===== config.mk =====
export PLATFORM = sky130hd
export DESIGN_NAME = adder_rx
export DESIGN_NICKNAME = d
export VERILOG_FILES = /design/src/rtl/adder_pkg.sv /design/src/rtl/adder_rx_fifo.sv /design/src/rtl/adder_rx.sv
export SDC_FILE = /design/constraint.sdc
export NUM_CORES = 1
export LEC_CHECK = 0
export CAP_MARGIN = 20
export CORE_MARGIN = 2
export CORE_UTILIZATION = 35
export CTS_CLUSTER_SIZE = 28
export DETAILED_ROUTE_END_ITERATION = 12
export HOLD_SLACK_MARGIN = 0.1
export PLACE_DENSITY = 0.5
export SYNTH_ARGS = -nofsm -noshare
export SYNTH_HDL_FRONTEND = slang
export SYNTH_SLANG_ARGS = --single-unit

===== constraint.sdc =====
create_clock -name clk -period 2.9 [get_ports clk]
set_input_delay 0.29 -clock clk [delete_from_list [all_inputs] [get_ports clk]]
set_output_delay 0.29 -clock clk [all_outputs]
set_load 0.02 [all_outputs]

===== src/rtl/adder_pkg.sv =====
// -----------------------------------------------------------------------------
// adder_pkg
// Shared widths and types for the adder datapath and its receive endpoint.
//   SUM_W            : width of an adder result (carry + 8-bit sum)
//   OPND_W           : width of an adder operand
//   DEFAULT_RX_DEPTH : default buffer depth for adder_rx
//   sum_t            : adder result type
// -----------------------------------------------------------------------------
package adder_pkg;

  localparam int SUM_W            = 9;
  localparam int OPND_W           = 8;
  localparam int DEFAULT_RX_DEPTH = 8;

  typedef logic [SUM_W-1:0] sum_t;

endpackage : adder_pkg


===== src/rtl/adder_rx_fifo.sv =====
// -----------------------------------------------------------------------------
// adder_rx_fifo
// Synchronous FIFO with a registered head (no fall-through). A push into an
// empty FIFO becomes visible on o_valid/o_data one cycle later.
// Ports:
//   clk, rst_n     : clock, asynchronous active-low reset
//   i_push         : write i_data (caller guarantees space or simultaneous pop)
//   i_pop          : consume the head (caller guarantees o_valid)
//   i_data         : result to store
//   o_valid        : head is valid
//   o_data         : head value, stable while not popped
//   o_count        : current occupancy
//   o_count_nxt    : occupancy after this cycle's push/pop
//   o_full         : occupancy equals DEPTH
// -----------------------------------------------------------------------------
module adder_rx_fifo
  import adder_pkg::*;
#(
  parameter int DEPTH = DEFAULT_RX_DEPTH
) (
  input  logic                       clk,
  input  logic                       rst_n,
  input  logic                       i_push,
  input  logic                       i_pop,
  input  logic [SUM_W-1:0]           i_data,
  output logic                       o_valid,
  output logic [SUM_W-1:0]           o_data,
  output logic [$clog2(DEPTH):0]     o_count,
  output logic [$clog2(DEPTH):0]     o_count_nxt,
  output logic                       o_full
);

  localparam int PW = $clog2(DEPTH);
  localparam int CW = PW + 1;

  sum_t          r_mem [DEPTH];
  logic [PW-1:0] r_wr_ptr;
  logic [PW-1:0] r_rd_ptr;
  logic [CW-1:0] r_count;
  logic          r_valid;
  sum_t          r_head;

  logic [CW-1:0] w_count_nxt;
  logic [PW-1:0] w_rd_ptr_inc;
  sum_t          w_head_nxt;

  // Pointer wraps naturally at DEPTH-1 -> 0 because DEPTH is a power of two.
  assign w_rd_ptr_inc = r_rd_ptr + PW'(1);

  // Next occupancy from the push/pop pair.
  always_comb begin
    w_count_nxt = r_count;
    case ({i_push, i_pop})
      2'b10:   w_count_nxt = r_count + CW'(1);
      2'b01:   w_count_nxt = r_count - CW'(1);
      default: w_count_nxt = r_count;
    endcase
  end

  // Next head value: the entry behind the head on a pop, or the incoming
  // result when the FIFO is (or is about to become) otherwise empty.
  always_comb begin
    w_head_nxt = r_head;
    if (i_pop) begin
      if (r_count > CW'(1)) begin
        w_head_nxt = r_mem[w_rd_ptr_inc];
      end else if (i_push) begin
        w_head_nxt = i_data;
      end else begin
        w_head_nxt = r_head;
      end
    end else if (i_push && (r_count == CW'(0))) begin
      w_head_nxt = i_data;
    end else begin
      w_head_nxt = r_head;
    end
  end

  // Storage array; contents are don't-care after reset so it carries no reset.
  always_ff @(posedge clk) begin
    if (i_push) begin
      r_mem[r_wr_ptr] <= i_data;
    end
  end

  // Pointers, occupancy and the registered head.
  always_ff @(posedge clk or negedge rst_n) begin
    if (!rst_n) begin
      r_wr_ptr <= PW'(0);
      r_rd_ptr <= PW'(0);
      r_count  <= CW'(0);
      r_valid  <= 1'b0;
      r_head   <= SUM_W'(0);
    end else begin
      if (i_push) r_wr_ptr <= r_wr_ptr + PW'(1);
      if (i_pop)  r_rd_ptr <= w_rd_ptr_inc;
      r_count <= w_count_nxt;
      r_valid <= (w_count_nxt != CW'(0));
      r_head  <= w_head_nxt;
    end
  end

  assign o_valid     = r_valid;
  assign o_data      = r_head;
  assign o_count     = r_count;
  assign o_count_nxt = w_count_nxt;
  assign o_full      = (r_count == CW'(DEPTH));

endmodule : adder_rx_fifo


===== src/rtl/adder_rx.sv =====
// -----------------------------------------------------------------------------
// adder_rx
// Receive endpoint for the adder result interface. Every result is buffered
// (the adder cannot be back-pressured) and presented downstream on a
// ready/valid handshake. stall_o throttles the operand driver early enough to
// cover the adder's 1-cycle latency; dropped results set a sticky overflow.
// Ports:
//   clk, rst_n    : clock, asynchronous active-low reset
//   in_valid      : adder result valid
//   in_sum        : adder result (taken verbatim)
//   out_valid     : head valid
//   out_sum       : head data
//   out_ready     : downstream accepts head
//   stall_o       : upstream must not issue a new adder operation
//   count         : occupancy
//   overflow      : sticky, a result was dropped
//   clr_overflow  : clear overflow (a same-cycle drop wins)
// Optional (macro ADDER_RX_STATS_EN):
//   rx_cnt        : saturating count of accepted results
//   drop_cnt      : saturating count of dropped results
// -----------------------------------------------------------------------------
module adder_rx
  import adder_pkg::*;
#(
  parameter int DEPTH        = DEFAULT_RX_DEPTH,
  parameter int STALL_MARGIN = 2
) (
  input  logic                   clk,
  input  logic                   rst_n,
  input  logic                   in_valid,
  input  logic [SUM_W-1:0]       in_sum,
  output logic                   out_valid,
  output logic [SUM_W-1:0]       out_sum,
  input  logic                   out_ready,
  output logic                   stall_o,
  output logic [$clog2(DEPTH):0] count,
  output logic                   overflow,
`ifdef ADDER_RX_STATS_EN
  output logic [15:0]            rx_cnt,
  output logic [15:0]            drop_cnt,
`endif
  input  logic                   clr_overflow
);

  localparam int CW = $clog2(DEPTH) + 1;

  logic          w_push;
  logic          w_pop;
  logic          w_drop;
  logic          w_full;
  logic [CW-1:0] w_count_nxt;
  logic          r_stall;
  logic          r_overflow;

  // A pop frees the slot, so a full FIFO still accepts a simultaneous push.
  assign w_pop  = out_valid && out_ready;
  assign w_push = in_valid && (!w_full || w_pop);
  assign w_drop = in_valid && w_full && !w_pop;

  adder_rx_fifo #(
    .DEPTH (DEPTH)
  ) u_fifo (
    .clk         (clk),
    .rst_n       (rst_n),
    .i_push      (w_push),
    .i_pop       (w_pop),
    .i_data      (in_sum),
    .o_valid     (out_valid),
    .o_data      (out_sum),
    .o_count     (count),
    .o_count_nxt (w_count_nxt),
    .o_full      (w_full)
  );

  // Stall from the next occupancy so it lands in the same cycle the count does.
  always_ff @(posedge clk or negedge rst_n) begin
    if (!rst_n) begin
      r_stall <= 1'b0;
    end else begin
      r_stall <= (w_count_nxt >= CW'(DEPTH - STALL_MARGIN));
    end
  end

  // Sticky overflow; a drop in the clear cycle keeps it set.
  always_ff @(posedge clk or negedge rst_n) begin
    if (!rst_n) begin
      r_overflow <= 1'b0;
    end else if (w_drop) begin
      r_overflow <= 1'b1;
    end else if (clr_overflow) begin
      r_overflow <= 1'b0;
    end else begin
      r_overflow <= r_overflow;
    end
  end

  assign stall_o  = r_stall;
  assign overflow = r_overflow;

`ifdef ADDER_RX_STATS_EN
  logic [15:0] r_rx_cnt;
  logic [15:0] r_drop_cnt;

  // Saturating event counters, cleared only by reset.
  always_ff @(posedge clk or negedge rst_n) begin
    if (!rst_n) begin
      r_rx_cnt   <= 16'h0000;
      r_drop_cnt <= 16'h0000;
    end else begin
      if (w_push && (r_rx_cnt != 16'hFFFF))   r_rx_cnt   <= r_rx_cnt + 16'h0001;
      if (w_drop && (r_drop_cnt != 16'hFFFF)) r_drop_cnt <= r_drop_cnt + 16'h0001;
    end
  end

  assign rx_cnt   = r_rx_cnt;
  assign drop_cnt = r_drop_cnt;
`endif

endmodule : adder_rx


* Word-level counts from Yosys, hierarchy flattened
Memory sizes are Yosys's and may differ from the RTL's. Index checks and enable logic that the tools add are counted. Widths: inputs -> output; s select.
Word-level totals: bits in registers 22, RAM bits 72, input bits 14, output and inout port bits 16, logic and storage cells 40, memories 1
Cells by class: $add $sub $neg 4, magnitude comparators 2, eq/ne operators 4, muxes and demuxes 9, reductions and logical operators 13
Memories:
- u_fifo.r_mem | depth 8, width 9, rd ports 1, clocked after Yosys merged registers in 0, write ports 1, RTL line adder_rx_fifo.sv:36 | sum_t r_mem [DEPTH];
Operator list (number):
- $mux 9 | 4
- $pmux 4 s2 | 1
- $add 3x1->3 const B | 2
- $logic_and 1x1->1 | 5
- $add 4x1->4 const B | 1
- $eq 4x4->1 const B | 1
- $ge 4x3->1 const B | 1
- $gt 4x1->1 const B | 1
- $logic_not 4->1 | 1
- $mux 1 | 4
- $reduce_bool 2->1 | 2
- $reduce_bool 4->1 | 1
- $sub 4x1->4 const B | 1
- $ne 3x2->1 const B | 1
- $eq 2x1->1 const B | 1
- $eq 2x2->1 const B | 1
- $logic_not 1->1 | 2
- $reduce_and 2->1 | 1
- $logic_or 1x1->1 | 1

* Longest topological paths before layout
Gate-level depths: netlist of run 1.
depth after elaboration 7, depth in mapped cells 10, depth with buffers taken out 10

* Modules after synthesis
Synthesis of run 1 repeated with hierarchy kept, for this count alone.
Second synthesis, totals: cells, all modules 225, area total of the unflattened synthesis 4031.4 sq um
By module, submodules not included:
- adder_rx_fifo | instances 1, cells an instance 217, area an instance 3945.0 sq um, sequential area each 2662.6 sq um
- adder_rx | instances 1, cells an instance 8, area an instance 86.3 sq um, sequential area each 50.0 sq um

* Least setup slack after synthesis of run 1
OpenSTA, ideal clock, no wires.
path type flip-flop to flip-flop, start register u_fifo.r_count[0] (netlist: u_fifo.o_count[0]), end register u_fifo.r_valid (netlist: u_fifo.o_valid), library setup time 148 ps, arrival time 2367 ps, required time 2752 ps, slack 385 ps, stages on the path, launching flop included 11, path buffers 1, period minus slack after synthesis 2515 ps, path through dfrtp_1 > inv_1 > ha_1 > nand3_1 > o21ai_2 > ha_1 > buf_4 > nor2_1 > mux2_1 > a222oi_1 > nand4_1
On the way: cells in the longest elaborated chain, start to end 7, elaborated cells between the ends (all ways) 10, classes of those cells add/sub: 2; eq/ne: 3; mux: 1; reduce/logical: 4
RTL lines:
- from (decl) | RTL line adder_rx_fifo.sv:39 | logic [CW-1:0] r_count;
- from (signal assigned) | RTL line adder_rx_fifo.sv:97 | r_count <= w_count_nxt;
- $eq 4x4->1 | RTL line adder_rx_fifo.sv:107 | assign o_full = (r_count == CW'(DEPTH));
- $logic_not 1->1 | RTL line adder_rx.sv:57 | assign w_push = in_valid && (!w_full || w_pop);
- $logic_or 1x1->1 | RTL line adder_rx.sv:57
- $logic_and 1x1->1 | RTL line adder_rx.sv:57
- $eq 2x1->1 / $eq 2x2->1 (equally long branches) | RTL line adder_rx_fifo.sv:53 | case ({i_push, i_pop})
- $pmux 4 s2 (*) | RTL line adder_rx_fifo.sv:53
- $reduce_bool 4->1 (*) | RTL line adder_rx_fifo.sv:98 | r_valid <= (w_count_nxt != CW'(0));
- to (signal assigned) | RTL line adder_rx_fifo.sv:98
- to (decl) | RTL line adder_rx_fifo.sv:40 | logic r_valid;
Every way passes the cells marked *; elsewhere a longest branch is shown, timed or not. A chain may end at the register's enable or synchronous reset.

* Worst setup path in the final report of run 1
Ends and elaborated chain as after synthesis.

==> impl_metrics.ini, run 1 <==
[global_route]
grt_max_degree = 30
gr-total-overflow = 0
antenna_found_initial = 0
grt_pass1_vias = 2481
track_usage = 0.152
grt_pass1_wl_microns = 14300

[detailed_routing]
drc = 0
first_iter_violations = 126
post_drt_wl_per_cell_microns = 18.9
routed_wl_microns = 8940
first_pass_iters = 4
ant_nets = 0
via_per_inst = 5.24
vias = 2475

[critical_path]
critPathLaunch = u_fifo.o_count[0]
cp_max_fo = 8
worstReg2RegStart = u_fifo.o_count[0]
worstSetupEndpointType = flip-flop
timing.reg2reg.setup_slack_ps = 370
critical_path_required_ps = 3090
regToRegEndpoint = u_fifo.o_valid
crit_arrival_ps = 2720
worstRegToRegCells = 9
crit_type = reg2reg
critPathLaunchType = flip-flop

[cts]
cts_hold_buf = 0
cts_resized = 0
clock_latency_ps = 340
clockBufferDepth = 2
tritoncts = done
clk_pin_slew_ps = 60
cts_max_level = 3
cts.sinks = 94
postCtsSetupRepairBufs = 0
cts_root_buf = clkbuf_16
cts_buffers = 9

[placed_design]
place_congestion = 0.720
dpl.hpwl_microns = 5880
io_buffers = 29

[timing]
skew_ps = 6.35
clock.fmax_ghz = 0.396
rsz0062_at_grt = false
fin_crit_sh = 0.872
hold_ws_ps = 314
slew_viol_final = 0
tightest_slew_ps = 537
slew_headroom = 0.639
finalHoldViolations = 0
setup_viol = 0
period_minus_slack_ps = 2530
fin_setup_tns_ps = 0

[floorplanning]
die-area_sq_mm = 0.0124
die_h_microns = 112
fp.dieW_microns = 112
rows = 39
start_util = 0.356
core_sq_mm = 0.0114
ios = 30

[yosys]
synth.area.top_cells = edfxtp_1 53%, dfrtp_1 14%, mux2_2 4.7%
synth.largest_area_cell = edfxtp_1
syn_area_sq_mm = 0.00405
synth_edf_count = 72
syn-num-nets = 294
ys.flop_type = edfxtp_1
yosys.cell_types.count = 40
avgSynthCellArea_sq_um = 14.9
yosysSeqAreaShare = 0.670
synth_top_cell_area_share = 0.534
async_flop_share = 0.234
synth_seq_cells = 94
synthCells = 271
ys_warn_count = 0

[hold_path]
hp-class = in2async

[job]
max-cap-violations = 0

[cells_and_area]
layout.nets = 347
area_growth_pct = 23.7
antenna_cells = 0
mostFrequentLayoutCells = 72 x edfxtp_1, 29 x clkdlybuf4s50_1, 24 x buf_4
layout-drive-gt1-share = 0.207
final_core_util = 0.440
layout_commonest_cell = edfxtp_1

[pwr]
p_leak_nw = 1.87
power_density_mw_per_mm2 = 1140
peakVddDrop_uv = 638
total_power_mw = 5.73

[status]
outcome = finished, final reports clean
-- stage by stage --
| stage | worst slack [ps] | area, sq um | cells |
|---|---|---|---|
| after floorplan | 385 | 4050 | 271 |
| after global placement | 321 | 4660 | 456 |
| after detailed placement | 226 | 4660 | 456 |
| after CTS | 374 | 5010 | 472 |
| after global routing | 126 | 5010 | 472 |
| final | 372 | 5010 | 472 |
-- Yosys cell counts, types with 2 or more instances --
cell type and instances:
a21oi_1 5, a22oi_1 10, and4bb_2 2, buf_2 3, buf_4 2, clkbuf_1 6
dfrtp_1 22, edfxtp_1 72, ha_1 9, inv_1 11, mux2_1 5, mux2_2 17
mux2i_1 19, nand2_1 13, nand2b_1 3, nand3_1 11, nor2_1 7, nor3_1 6
o21ai_1 10, o22ai_1 9, o311ai_0 7, o311ai_1 2, xnor2_1 3
-- worst max-delay path, cell delays in order, from the launching register on --
cell	delay [ps]
dfrtp_1	490
inv_1	100
ha_1	240
nand3_1	130
o21ai_2	80
ha_1	310
nor2_1	60
mux2_1	300
a222oi_1	510
nand4_1	160
-- power by group --
group	internal (mW)	switching, mW	leakage (nW)
Sequential	1.75	0.182	0.926
Combinational	1.10	1.34	0.776
Clock	0.851	0.504	0.168
Total	3.70	2.03	1.87
-- logic make-up (layout without fill, tap and decap cells) --
logic type / Yosys count / count (layout) / share of synthesized area
muxes: 41 / 41 / 0.108
DFF: 94 / 94 / 0.670
adders and majority gates: 9 / 9 / 0.0278
xor gates and xnor gates: 5 / 5 / 0.0127
AOI/OAI and AO/OA: 48 / 48 / 0.0823
buffers and inverters: 24 / 82 / 0.0269
and+or+nand+nor: 50 / 50 / 0.0717
-- state kept, by name, summed over array words and instances, names as in the netlist --
signal / cells
overflow: 1
stall_o: 1
u_fifo.o_count: 4
u_fifo.o_data: 9
u_fifo.o_valid: 1
u_fifo.r_mem: 72
u_fifo.r_rd_ptr: 3
u_fifo.r_wr_ptr: 3
-- cell type report --
type	count	area, sq um
sequential	94	2710
multi-input combinational	153	1230
fill	1058	6360
timing repair buffer	54	490
inverter	12	45.0
tap	143	179
clock inverter	6	116
clock buffer	10	229
-- how the worst max path moves through the flow --
stage	end
final	u_fifo.o_valid
after global routing	u_fifo.o_valid
after CTS	u_fifo.o_valid
after detailed placement	u_fifo.o_valid
after global placement	u_fifo.o_valid
after floorplan	u_fifo.o_valid
-- layer usage --
metal | vias to the layer above | wire, microns | global-route usage
li1 | 1153 | - | -
met1 | 1274 | 4400 | 0.221
met2 | 35 | 4200 | 0.230
met3 | 13 | 203 | 0.0283
met4 | 0 | 139 | 0.0568
met5 | - | 0 | 0
Power figures use the tool's default switching activity.
==> inputs of run 2 (changes only) <==
SETUP_SLACK_MARGIN = 0.02   (was unset)
==> results of run 2 <==
Final layout, timing and power as in run 1 (identical DEF).
==> inputs of run 3 (changes only) <==
CTS_CLUSTER_SIZE = 16   (was 28)
REMOVE_ABC_BUFFERS = 1   (was unset)
==> impl_metrics.ini, run 3 (same netlist as run 1, synthesis figures left out) <==
[cts]
cts_hold_buf = 0
clockBufferDepth = 2
postCtsSetupRepairBufs = 0
clk_pin_slew_ps = 70
cts_max_level = 3
clock_latency_ps = 340
cts_root_buf = clkbuf_16
cts.sinks = 94
cts_buffers = 9
tritoncts = done
cts_resized = 0

[cells_and_area]
fin_cells = 474
largest-register = u_fifo.r_mem
layout.nets = 349
fill_cells = 1053
largest_reg_flops = 72
layout_commonest_cell = edfxtp_1
final_area_sq_mm = 0.00495
mostFrequentLayoutCells = 72 x edfxtp_1, 29 x clkdlybuf4s50_1, 27 x buf_4
layout-drive-gt1-share = 0.211
area_growth_pct = 22.3
antenna_cells = 0

[detailed_routing]
ant_nets = 0
vias = 2412
via_per_inst = 5.09
first_pass_iters = 4
first_iter_violations = 149
post_drt_wl_per_cell_microns = 18.4
routed_wl_microns = 8720
drc = 0

[timing]
slew_viol_final = 0
setup_viol = 0
hold_ws_ps = 308
fin_crit_sh = 0.834
tightest_slew_ps = 538
finalHoldViolations = 0
rsz0062_at_grt = false
skew_ps = 7.56
slew_headroom = 0.639
fin_setup_tns_ps = 0
clock.fmax_ghz = 0.413
period_minus_slack_ps = 2420

[critical_path]
worstRegToRegCells = 9
timing.reg2reg.setup_slack_ps = 480
worstSetupEndpointType = flip-flop
critical_path_required_ps = 3100
critPathLaunchType = flip-flop
crit_type = reg2reg
critPathLaunch = u_fifo.o_count[0]
crit_arrival_ps = 2620
regToRegEndpoint = u_fifo.o_valid
worstReg2RegStart = u_fifo.o_count[0]
cp_max_fo = 8
endpoint = u_fifo.o_valid

[pwr]
power_density_mw_per_mm2 = 1100
switching_share = 0.368
total_power_mw = 5.44
p_leak_nw = 1.85
power_switching_mw = 2.00
clkPwrFrac = 0.211
comb_power_share = 0.435
seqPwrFrac = 0.354
p_int_mw = 3.43
peakVddDrop_uv = 468

[placed_design]
placed_area_sq_mm = 0.00466
place_congestion = 0.777
dpl.hpwl_microns = 5690
dp.cells = 458
io_buffers = 29

[global_route]
antenna_found_initial = 0
grt_max_degree = 30
grt_pass1_wl_microns = 13800
gr-total-overflow = 0
track_usage = 0.146
grt_pass1_vias = 2377

[hold_path]
hp-class = in2async

[floorplanning]
die_h_microns = 112
fp.dieW_microns = 112
die-area_sq_mm = 0.0124
ios = 30
rows = 39
start_util = 0.356
core_sq_mm = 0.0114

[job]
max-cap-violations = 0

[status]
outcome = finished, final reports clean
==> run 3: power by group through the flow <==
stage          sequential (mW)  combinational [mW]  clock (mW)
4_1_cts                   1.93                2.41        1.17
5_1_grt                   1.97                2.60        1.23
2_1_floorplan             2.07                1.39           0
3_3_place_gp              1.95                2.40           0
6_report                  1.93                2.36        1.15
3_5_place_dp              1.96                2.40           0
==> run 3: layout make-up <==
cell class	count	area [sq um]	area share
sequential	94	2710	0.548
multi-input combinational	153	1230	0.249
timing repair buffer	56	493	0.0996
clock buffer	10	239	0.0483
tap	143	179	0.0361
clock inverter	6	50.0	0.0101
inverter	12	45.0	0.00910
==> run 3: routing by layer <==
layer / vias to the layer above / GRT usage / wire length (microns)
li1: 1158 / - / -
met1: 1217 / 0.202 / 4120
met2: 32 / 0.238 / 4310
met3: 5 / 0.0338 / 225
met4: 0 / 0.0346 / 65
met5: - / 0 / 0
==> run 3: critical path, stage by stage, from the launching register on <==
cell and delay (ps):
dfrtp_1 480, inv_1 100, ha_1 240, nand3_1 120, o21ai_2 70, ha_1 300, nor2_1 50, mux2_1 300
a222oi_1 470, nand4_1 140
==> run 3: how the worst min path moves through the flow <==
stage                           from          endpoint  slack [ps]
floorplan                      rst_n          overflow          -6
global placement    u_fifo.o_data[2]  u_fifo.o_data[2]         500
detailed placement  u_fifo.o_data[6]  u_fifo.o_data[6]         500
CTS                            rst_n           stall_o         320
global route                   rst_n  u_fifo.o_data[4]         340
finish                         rst_n           stall_o         310
==> run 3: per-stage QoR <==
stage          utilization  setup slack, ps
6_report             0.435              480
3_5_place_dp         0.410              277
4_1_cts              0.435              451
2_1_floorplan            -              158
3_3_place_gp         0.410              321
5_1_grt              0.435              258
